**src/rtl/byte_write_packer_pkg.sv**
```systemverilog
// Shared lane/byte-enable encodings and helpers for the byte write packer.
package byte_pack_pkg;

    localparam logic       LANE_LO = 1'b0;
    localparam logic       LANE_HI = 1'b1;

    localparam logic [1:0] BE_NONE = 2'b00;
    localparam logic [1:0] BE_LO   = 2'b01;
    localparam logic [1:0] BE_HI   = 2'b10;
    localparam logic [1:0] BE_FULL = 2'b11;

    function automatic logic [1:0] lane_mask(input logic lane);
        return (lane == LANE_HI) ? BE_HI : BE_LO;
    endfunction

    // Byte placed in its lane with the other lane zeroed.
    function automatic logic [15:0] lane_place(input logic lane, input logic [7:0] data);
        return (lane == LANE_HI) ? {data, 8'h00} : {8'h00, data};
    endfunction

endpackage

```
**src/rtl/byte_write_packer_if.sv**
```systemverilog
// Byte-in / word-out handshake bundle of the byte write packer.
interface byte_write_packer_if;

    logic        in_valid;
    logic        in_ready;
    logic [7:0]  in_data;
    logic        in_lane;
    logic        in_last;
    logic        out_valid;
    logic        out_ready;
    logic [15:0] out_data;
    logic [1:0]  out_byteena;

    modport master (
        output in_valid, in_data, in_lane, in_last, out_ready,
        input  in_ready, out_valid, out_data, out_byteena
    );

    modport slave (
        input  in_valid, in_data, in_lane, in_last, out_ready,
        output in_ready, out_valid, out_data, out_byteena
    );

endinterface

```
**src/rtl/byte_write_packer_timer.sv**
```systemverilog
// Saturating idle counter; FLUSH_TIMEOUT of 0 pins it at zero and never expires.
module pack_flush_timer #(
    parameter int FLUSH_TIMEOUT = 8,
    parameter int TIMER_W       = 4
) (
    input  logic clk,
    input  logic reset,
    input  logic clear,
    input  logic run,
    input  logic enable,
    output logic expired
);

    localparam bit                 TIMER_ON = (FLUSH_TIMEOUT != 0);
    localparam logic [TIMER_W-1:0] LIMIT    = TIMER_ON ? TIMER_W'(FLUSH_TIMEOUT - 1) : '0;

    logic [TIMER_W-1:0] count_q;
    logic [TIMER_W-1:0] count_d;

    // Next count: clear wins, otherwise count up while running and saturate.
    always_comb begin
        count_d = count_q;
        if (clear || !TIMER_ON) begin
            count_d = '0;
        end else if (run && (count_q != LIMIT)) begin
            count_d = count_q + TIMER_W'(1'b1);
        end else begin
            count_d = count_q;
        end
    end

    // Counter register.
    always_ff @(posedge clk) begin
        if (reset) begin
            count_q <= '0;
        end else begin
            count_q <= count_d;
        end
    end

    assign expired = TIMER_ON && enable && run && (count_q == LIMIT);

endmodule

```
**src/rtl/byte_write_packer.sv**
```systemverilog
// Merges lane-tagged bytes into byte-enabled 16-bit words behind a one-deep output slot.
module byte_write_packer
    import byte_pack_pkg::*;
#(
    parameter int FLUSH_TIMEOUT = 8,
    parameter int TIMER_W       = 4
) (
    input  logic                clk,
    input  logic                reset,
    byte_write_packer_if.slave  bus
);

    logic [15:0] acc_data_q, acc_data_d;
    logic [1:0]  acc_be_q,   acc_be_d;
    logic        pend_q,     pend_d;
    logic        out_valid_q, out_valid_d;
    logic [15:0] out_data_q,  out_data_d;
    logic [1:0]  out_be_q,    out_be_d;

    logic        slot_free_s;
    logic        in_ready_s;
    logic        accept_s;
    logic        partial_s;
    logic [1:0]  mask_s;
    logic [1:0]  merged_be_s;
    logic [15:0] merged_data_s;
    logic        emit_s;
    logic [15:0] emit_data_s;
    logic [1:0]  emit_be_s;
    logic        timer_run_s;
    logic        timer_clear_s;
    logic        timer_expired_s;

    assign slot_free_s   = !out_valid_q || bus.out_ready;
    assign in_ready_s    = slot_free_s && !reset;
    assign accept_s      = bus.in_valid && in_ready_s;
    assign partial_s     = (acc_be_q != BE_NONE);
    assign mask_s        = lane_mask(bus.in_lane);
    assign merged_be_s   = acc_be_q | mask_s;
    assign merged_data_s = (bus.in_lane == LANE_HI) ? {bus.in_data, acc_data_q[7:0]}
                                                    : {acc_data_q[15:8], bus.in_data};

    assign timer_run_s   = partial_s && !accept_s;
    assign timer_clear_s = accept_s || !partial_s || emit_s;

    pack_flush_timer #(
        .FLUSH_TIMEOUT (FLUSH_TIMEOUT),
        .TIMER_W       (TIMER_W)
    ) u_timer (
        .clk     (clk),
        .reset   (reset),
        .clear   (timer_clear_s),
        .run     (timer_run_s),
        .enable  (slot_free_s),
        .expired (timer_expired_s)
    );

    // Accumulator update and emit decision; a pending last-flush closes the word like a collision.
    always_comb begin
        acc_data_d  = acc_data_q;
        acc_be_d    = acc_be_q;
        pend_d      = pend_q;
        emit_s      = 1'b0;
        emit_data_s = 16'h0000;
        emit_be_s   = BE_NONE;
        if (accept_s) begin
            if (pend_q || ((acc_be_q & mask_s) != BE_NONE)) begin
                emit_s      = 1'b1;
                emit_data_s = acc_data_q;
                emit_be_s   = acc_be_q;
                acc_data_d  = lane_place(bus.in_lane, bus.in_data);
                acc_be_d    = mask_s;
                pend_d      = bus.in_last;
            end else if ((merged_be_s == BE_FULL) || bus.in_last) begin
                emit_s      = 1'b1;
                emit_data_s = merged_data_s;
                emit_be_s   = merged_be_s;
                acc_data_d  = 16'h0000;
                acc_be_d    = BE_NONE;
                pend_d      = 1'b0;
            end else begin
                acc_data_d  = merged_data_s;
                acc_be_d    = merged_be_s;
                pend_d      = 1'b0;
            end
        end else if ((pend_q && slot_free_s) || timer_expired_s) begin
            emit_s      = 1'b1;
            emit_data_s = acc_data_q;
            emit_be_s   = acc_be_q;
            acc_data_d  = 16'h0000;
            acc_be_d    = BE_NONE;
            pend_d      = 1'b0;
        end else begin
            acc_data_d  = acc_data_q;
            acc_be_d    = acc_be_q;
        end
    end

    // Output slot: load on emit, drain when taken, otherwise hold.
    always_comb begin
        out_valid_d = out_valid_q;
        out_data_d  = out_data_q;
        out_be_d    = out_be_q;
        if (emit_s) begin
            out_valid_d = 1'b1;
            out_data_d  = emit_data_s;
            out_be_d    = emit_be_s;
        end else if (bus.out_ready) begin
            out_valid_d = 1'b0;
        end else begin
            out_valid_d = out_valid_q;
        end
    end

    // State registers.
    always_ff @(posedge clk) begin
        if (reset) begin
            acc_data_q  <= 16'h0000;
            acc_be_q    <= BE_NONE;
            pend_q      <= 1'b0;
            out_valid_q <= 1'b0;
            out_data_q  <= 16'h0000;
            out_be_q    <= BE_NONE;
        end else begin
            acc_data_q  <= acc_data_d;
            acc_be_q    <= acc_be_d;
            pend_q      <= pend_d;
            out_valid_q <= out_valid_d;
            out_data_q  <= out_data_d;
            out_be_q    <= out_be_d;
        end
    end

    assign bus.in_ready    = in_ready_s;
    assign bus.out_valid   = out_valid_q;
    assign bus.out_data    = out_data_q;
    assign bus.out_byteena = out_be_q;

endmodule

```
**src/flat_wrapper.sv**
```systemverilog
// flat-port wrapper written by rule: the top's interface ports become plain ports
module byte_write_packer_flat import byte_pack_pkg::*;
#(
    parameter int FLUSH_TIMEOUT = 8,
    parameter int TIMER_W       = 4
)
  (clk, reset, bus_in_valid, bus_in_data, bus_in_lane, bus_in_last, bus_out_ready, bus_in_ready, bus_out_valid, bus_out_data, bus_out_byteena);
  byte_write_packer_if bus_i ();
  input  logic clk;
  input  logic reset;
  input wire logic [$bits(bus_i.in_valid)-1:0] bus_in_valid;
  input wire logic [$bits(bus_i.in_data)-1:0] bus_in_data;
  input wire logic [$bits(bus_i.in_lane)-1:0] bus_in_lane;
  input wire logic [$bits(bus_i.in_last)-1:0] bus_in_last;
  input wire logic [$bits(bus_i.out_ready)-1:0] bus_out_ready;
  output wire logic [$bits(bus_i.in_ready)-1:0] bus_in_ready;
  output wire logic [$bits(bus_i.out_valid)-1:0] bus_out_valid;
  output wire logic [$bits(bus_i.out_data)-1:0] bus_out_data;
  output wire logic [$bits(bus_i.out_byteena)-1:0] bus_out_byteena;
  assign bus_i.in_valid = bus_in_valid;
  assign bus_i.in_data = bus_in_data;
  assign bus_i.in_lane = bus_in_lane;
  assign bus_i.in_last = bus_in_last;
  assign bus_i.out_ready = bus_out_ready;
  assign bus_in_ready = bus_i.in_ready;
  assign bus_out_valid = bus_i.out_valid;
  assign bus_out_data = bus_i.out_data;
  assign bus_out_byteena = bus_i.out_byteena;
  byte_write_packer #(.FLUSH_TIMEOUT(FLUSH_TIMEOUT), .TIMER_W(TIMER_W)) u_core (.clk(clk), .reset(reset), .bus(bus_i));
endmodule
```
**config.mk**
```make
export PLATFORM = sky130hd
export DESIGN_NAME = byte_write_packer_flat
export DESIGN_NICKNAME = d
export VERILOG_FILES = /design/src/rtl/byte_write_packer_pkg.sv /design/src/rtl/byte_write_packer_if.sv /design/src/rtl/byte_write_packer_timer.sv /design/src/rtl/byte_write_packer.sv /design/src/flat_wrapper.sv
export SDC_FILE = /design/constraint.sdc
export NUM_CORES = 1
export LEC_CHECK = 0
export CAP_MARGIN = 20
export CORE_MARGIN = 4
export CORE_UTILIZATION = 52
export CTS_CLUSTER_DIAMETER = 150
export DETAILED_ROUTE_END_ITERATION = 8
export PLACE_DENSITY = 0.86
export SYNTH_ARGS = -nofsm -noshare
export SYNTH_HDL_FRONTEND = slang
export SYNTH_HIERARCHICAL = 1
export SYNTH_SLANG_ARGS = --single-unit
```
**constraint.sdc**
```tcl
create_clock -name clk -period 3.4 [get_ports clk]
set_input_delay 1.02 -clock clk [delete_from_list [all_inputs] [get_ports clk]]
set_output_delay 1.02 -clock clk [all_outputs]
set_load 0.01 [all_outputs]
```
==> metrics.yaml <==
outcome:
  status: "finished, final reports clean"
timing:
  relSlewSlack_pct: 58.7
  setup_viol: 0
  rsz0062_at_grt: "no"
  worstMarginPinSlew_ns: 0.616
  final_hold_viol_count: 0
  clock_skew_ns: 0.00706
  period_share_pct: 95.4
  drv_slew: 0
  setup_tns_ns: 0
  period_minus_slack_ns: 3.24
  max_freq_ghz: 0.308
drt:
  wirelength_mm: 4.97
  drc: 0
  drtIter0Drc: 278
  routed-via-count: 1797
  wl_per_cell_um: 16.8
  dr.pass1.iters: 5
  viasPerCell: 6.09
  antenna_left: 0
floorplanning:
  core_area_sq_mm: 0.00372
  initial_core_util_pct: 54.9
  ios: 34
  die_h_um: 70.7
  die_area_sq_mm: 0.00499
  die_w_um: 70.7
  num_rows: 22
setup_path:
  reg2reg_depth: 10
  crit_path_start_kind: "input port"
  worst_path_most_repeated_cell: "clkdlybuf4s50_1"
  crit_path_start: "bus_out_ready"
  cp-end-kind: "output port"
  worstPathMaxFanout: 5
  path_cells: "clkdlybuf4s50_1 -> nor2b_4 -> nor2_1 -> clkdlybuf4s50_1"
  critPathMaxStageDelay_ns: 0.54
  crit_arrival_ns: 2.22
  rrSetupSlack_ns: 1.11
  crit_path_end: "bus_in_ready"
  worstPathRequired_ns: 2.38
  cp_slowest_cell: "clkdlybuf4s50_1"
  crit_type: "input port to output port"
  rr_endpoint: "u_core/bus.out_data[12]"
  r2r_start: "u_core/bus.out_valid"
logic_synthesis:
  synthMuxAreaShare_pct: 0.551
  synth_top_area_cell: "dfxtp_1"
  synth_edf_count: 0
  synth-seq-cells: 42
  synthArstFlopShare_pct: 0
  ys_warn_count: 6
  synth_top_family_by_area: "compound AO/OA/AOI/OAI gates"
  synth_nets: 218
  yosysUniqueCellTypes: 49
  synth-simple-area-share_pct: 16.9
  synth_seq_area_share_pct: 41.2
  synth-xor-area-share_pct: 0
  netlist_top_cells_count: "dfxtp_1 (42), a21oi_1 (17), inv_1 (17)"
  avgSynthCellArea_sq_um: 10.1
  synth_area_leaders: "dfxtp_1 (41%), a22o_1 (6.9%), a2111oi_2 (5.1%)"
  synth_top_area_share_pct: 41.2
  synthAdderAreaFrac_pct: 0.613
  yosysMostFrequentCell: "dfxtp_1"
  synthCells: 203
  ys.flop_type: "dfxtp_1"
  synth_compound_area_share_pct: 33.4
  netlist_area_sq_mm: 0.00204
layout:
  design_area_sq_mm: 0.00258
  nets: 261
  num_antenna_cells: 0
  nFillCells: 279
  final_cells: 295
  drive_above_1_share_pct: 19.4
  syn_to_final_growth_pct: 26.2
  fin_util_pct: 69.4
clock_tree:
  cts-resized-gates: 0
  holdBufCountCts: 0
  cts-root-buf: "clkbuf_8"
  ctsLongestPathBuffers: 2
  cts_inserted_buffers: 5
  cts_tree: "yes"
  clock_latency_ns: 0.30
  cts_setup_buffers: 0
  cts_sinks: 42
  ctsHtreeMaxLevel: 2
  path_clk_slew_ns: 0.08
global_routing:
  grt_pass1_vias: 1754
  grt_overflow: 0
  grt_usage_pct: 20.7
  grt_first_pass_wirelength_mm: 8.30
  grt_start_max_net_pins: 29
  antenna_found_initial: 0
pwr:
  power_density_mw_per_mm2: 439
  power_leakage_nw: 0.928
  power.total_w: 0.00113
  vdd_drop_max_uv: 173
job:
  drv_cap: 0
placed_design:
  gp_congestion: 0.923
  place_area_sq_mm: 0.00247
  dp.cells: 287
  port_buffers: 33
  dp_hpwl_mm: 3.32
worst_hold_path:
  hold_path_class: "register to register"
==> per-layer routing <==
metal / wire length, um / GRT usage [%] / vias to the layer above
met4: 70 / 8.14 / 0
met1: 2250 / 27.7 / 853
met2: 2300 / 32.2 / 79
met5: 0 / 0 / -
li1: - / - / 858
met3: 349 / 4.97 / 7
==> critical path: cells and delay by family <==
kind	cells	cell delay [ns]
buffers and inverters	2	1.04
AND/OR/NAND/NOR	2	0.16
==> worst min path at each step <==
stage | from | to | slack (ns) | cells past startpoint
finish | u_core/acc_data_q[10] | u_core/bus.out_data[10] | 0.48 | 2
global route | u_core/acc_data_q[6] | u_core/acc_data_q[6] | 0.50 | 1
CTS | u_core/acc_data_q[6] | u_core/acc_data_q[6] | 0.48 | 1
detailed placement | u_core/acc_data_q[6] | u_core/acc_data_q[6] | 0.46 | 1
global placement | u_core/acc_data_q[0] | u_core/acc_data_q[0] | 0.46 | 1
floorplan | u_core/acc_data_q[1] | u_core/acc_data_q[1] | 0.44 | 1
==> cells in the final DEF (no fill, tap or decap), types with 2 or more instances in the layout <==
master            n
clkdlybuf4s50_1  33
a21boi_0          2
nor4_4            2
a31oi_1           8
o221a_1           5
nor2_1            8
a21oi_1          17
a21oi_2           2
nor3_1            8
o21ai_0           9
and3_1            2
and2_1            2
a22o_1           16
a2111oi_2         7
inv_1            17
dfxtp_1          42
a311oi_1          2
or3_1             2
o221a_2           3
nand2_1           6
nand3_1           3
nand4_1           3
buf_4            13
nor3_2            2
clkbuf_8          5
nor4_1            2
==> report_power, final <==
part / total (W) / switching, W / internal, W / leakage (nW)
combinational: 0.000206 / 0.000105 / 0.000101 / 0.534
sequential: 0.000533 / 0.0000166 / 0.000516 / 0.342
clock: 0.000393 / 0.000174 / 0.000219 / 0.0514
==> cells by family (layout without fill, tap and decap cells) <==
| family | Yosys count | count (layout) |
|---|---|---|
| flip-flops | 42 | 42 |
| AND/OR/NAND/NOR | 50 | 50 |
| AO/OA/AOI/OAI | 80 | 80 |
| adder cells (fa/ha/maj) | 1 | 1 |
| buffers and inverters | 29 | 73 |
| multiplexers | 1 | 1 |
==> flip-flops by register name, summed over array words and instances, names as in the netlist <==
signal and cells:
u_core/bus.out_valid 1, u_core/acc_be_q 2, u_core/u_timer/count_q 4, u_core/bus.out_data 16, u_core/bus.out_byteena 2, u_core/acc_data_q 16
u_core/pend_q 1
==> through the flow <==
step / setup WS [ns] / hold WS (ns)
floorplan: 0.241 / 0.443
global placement: 0.0877 / 0.456
detailed placement: -0.0264 / 0.457
CTS: 0.145 / 0.483
global route: 0.0772 / 0.502
finish: 0.157 / 0.481
==> area by class of cell <==
cell class              count  area, sq um  area share, %
clock buffers               6         72.6           2.82
clock inverters             2         37.5           1.46
inverters                  18         67.6           2.62
multi-input cells         132         1050           40.8
flip-flops and latches     42          841           32.6
well taps                  48         60.1           2.33
repair buffers             47          448           17.4
Note: power is estimated with default switching activity, not from simulation.
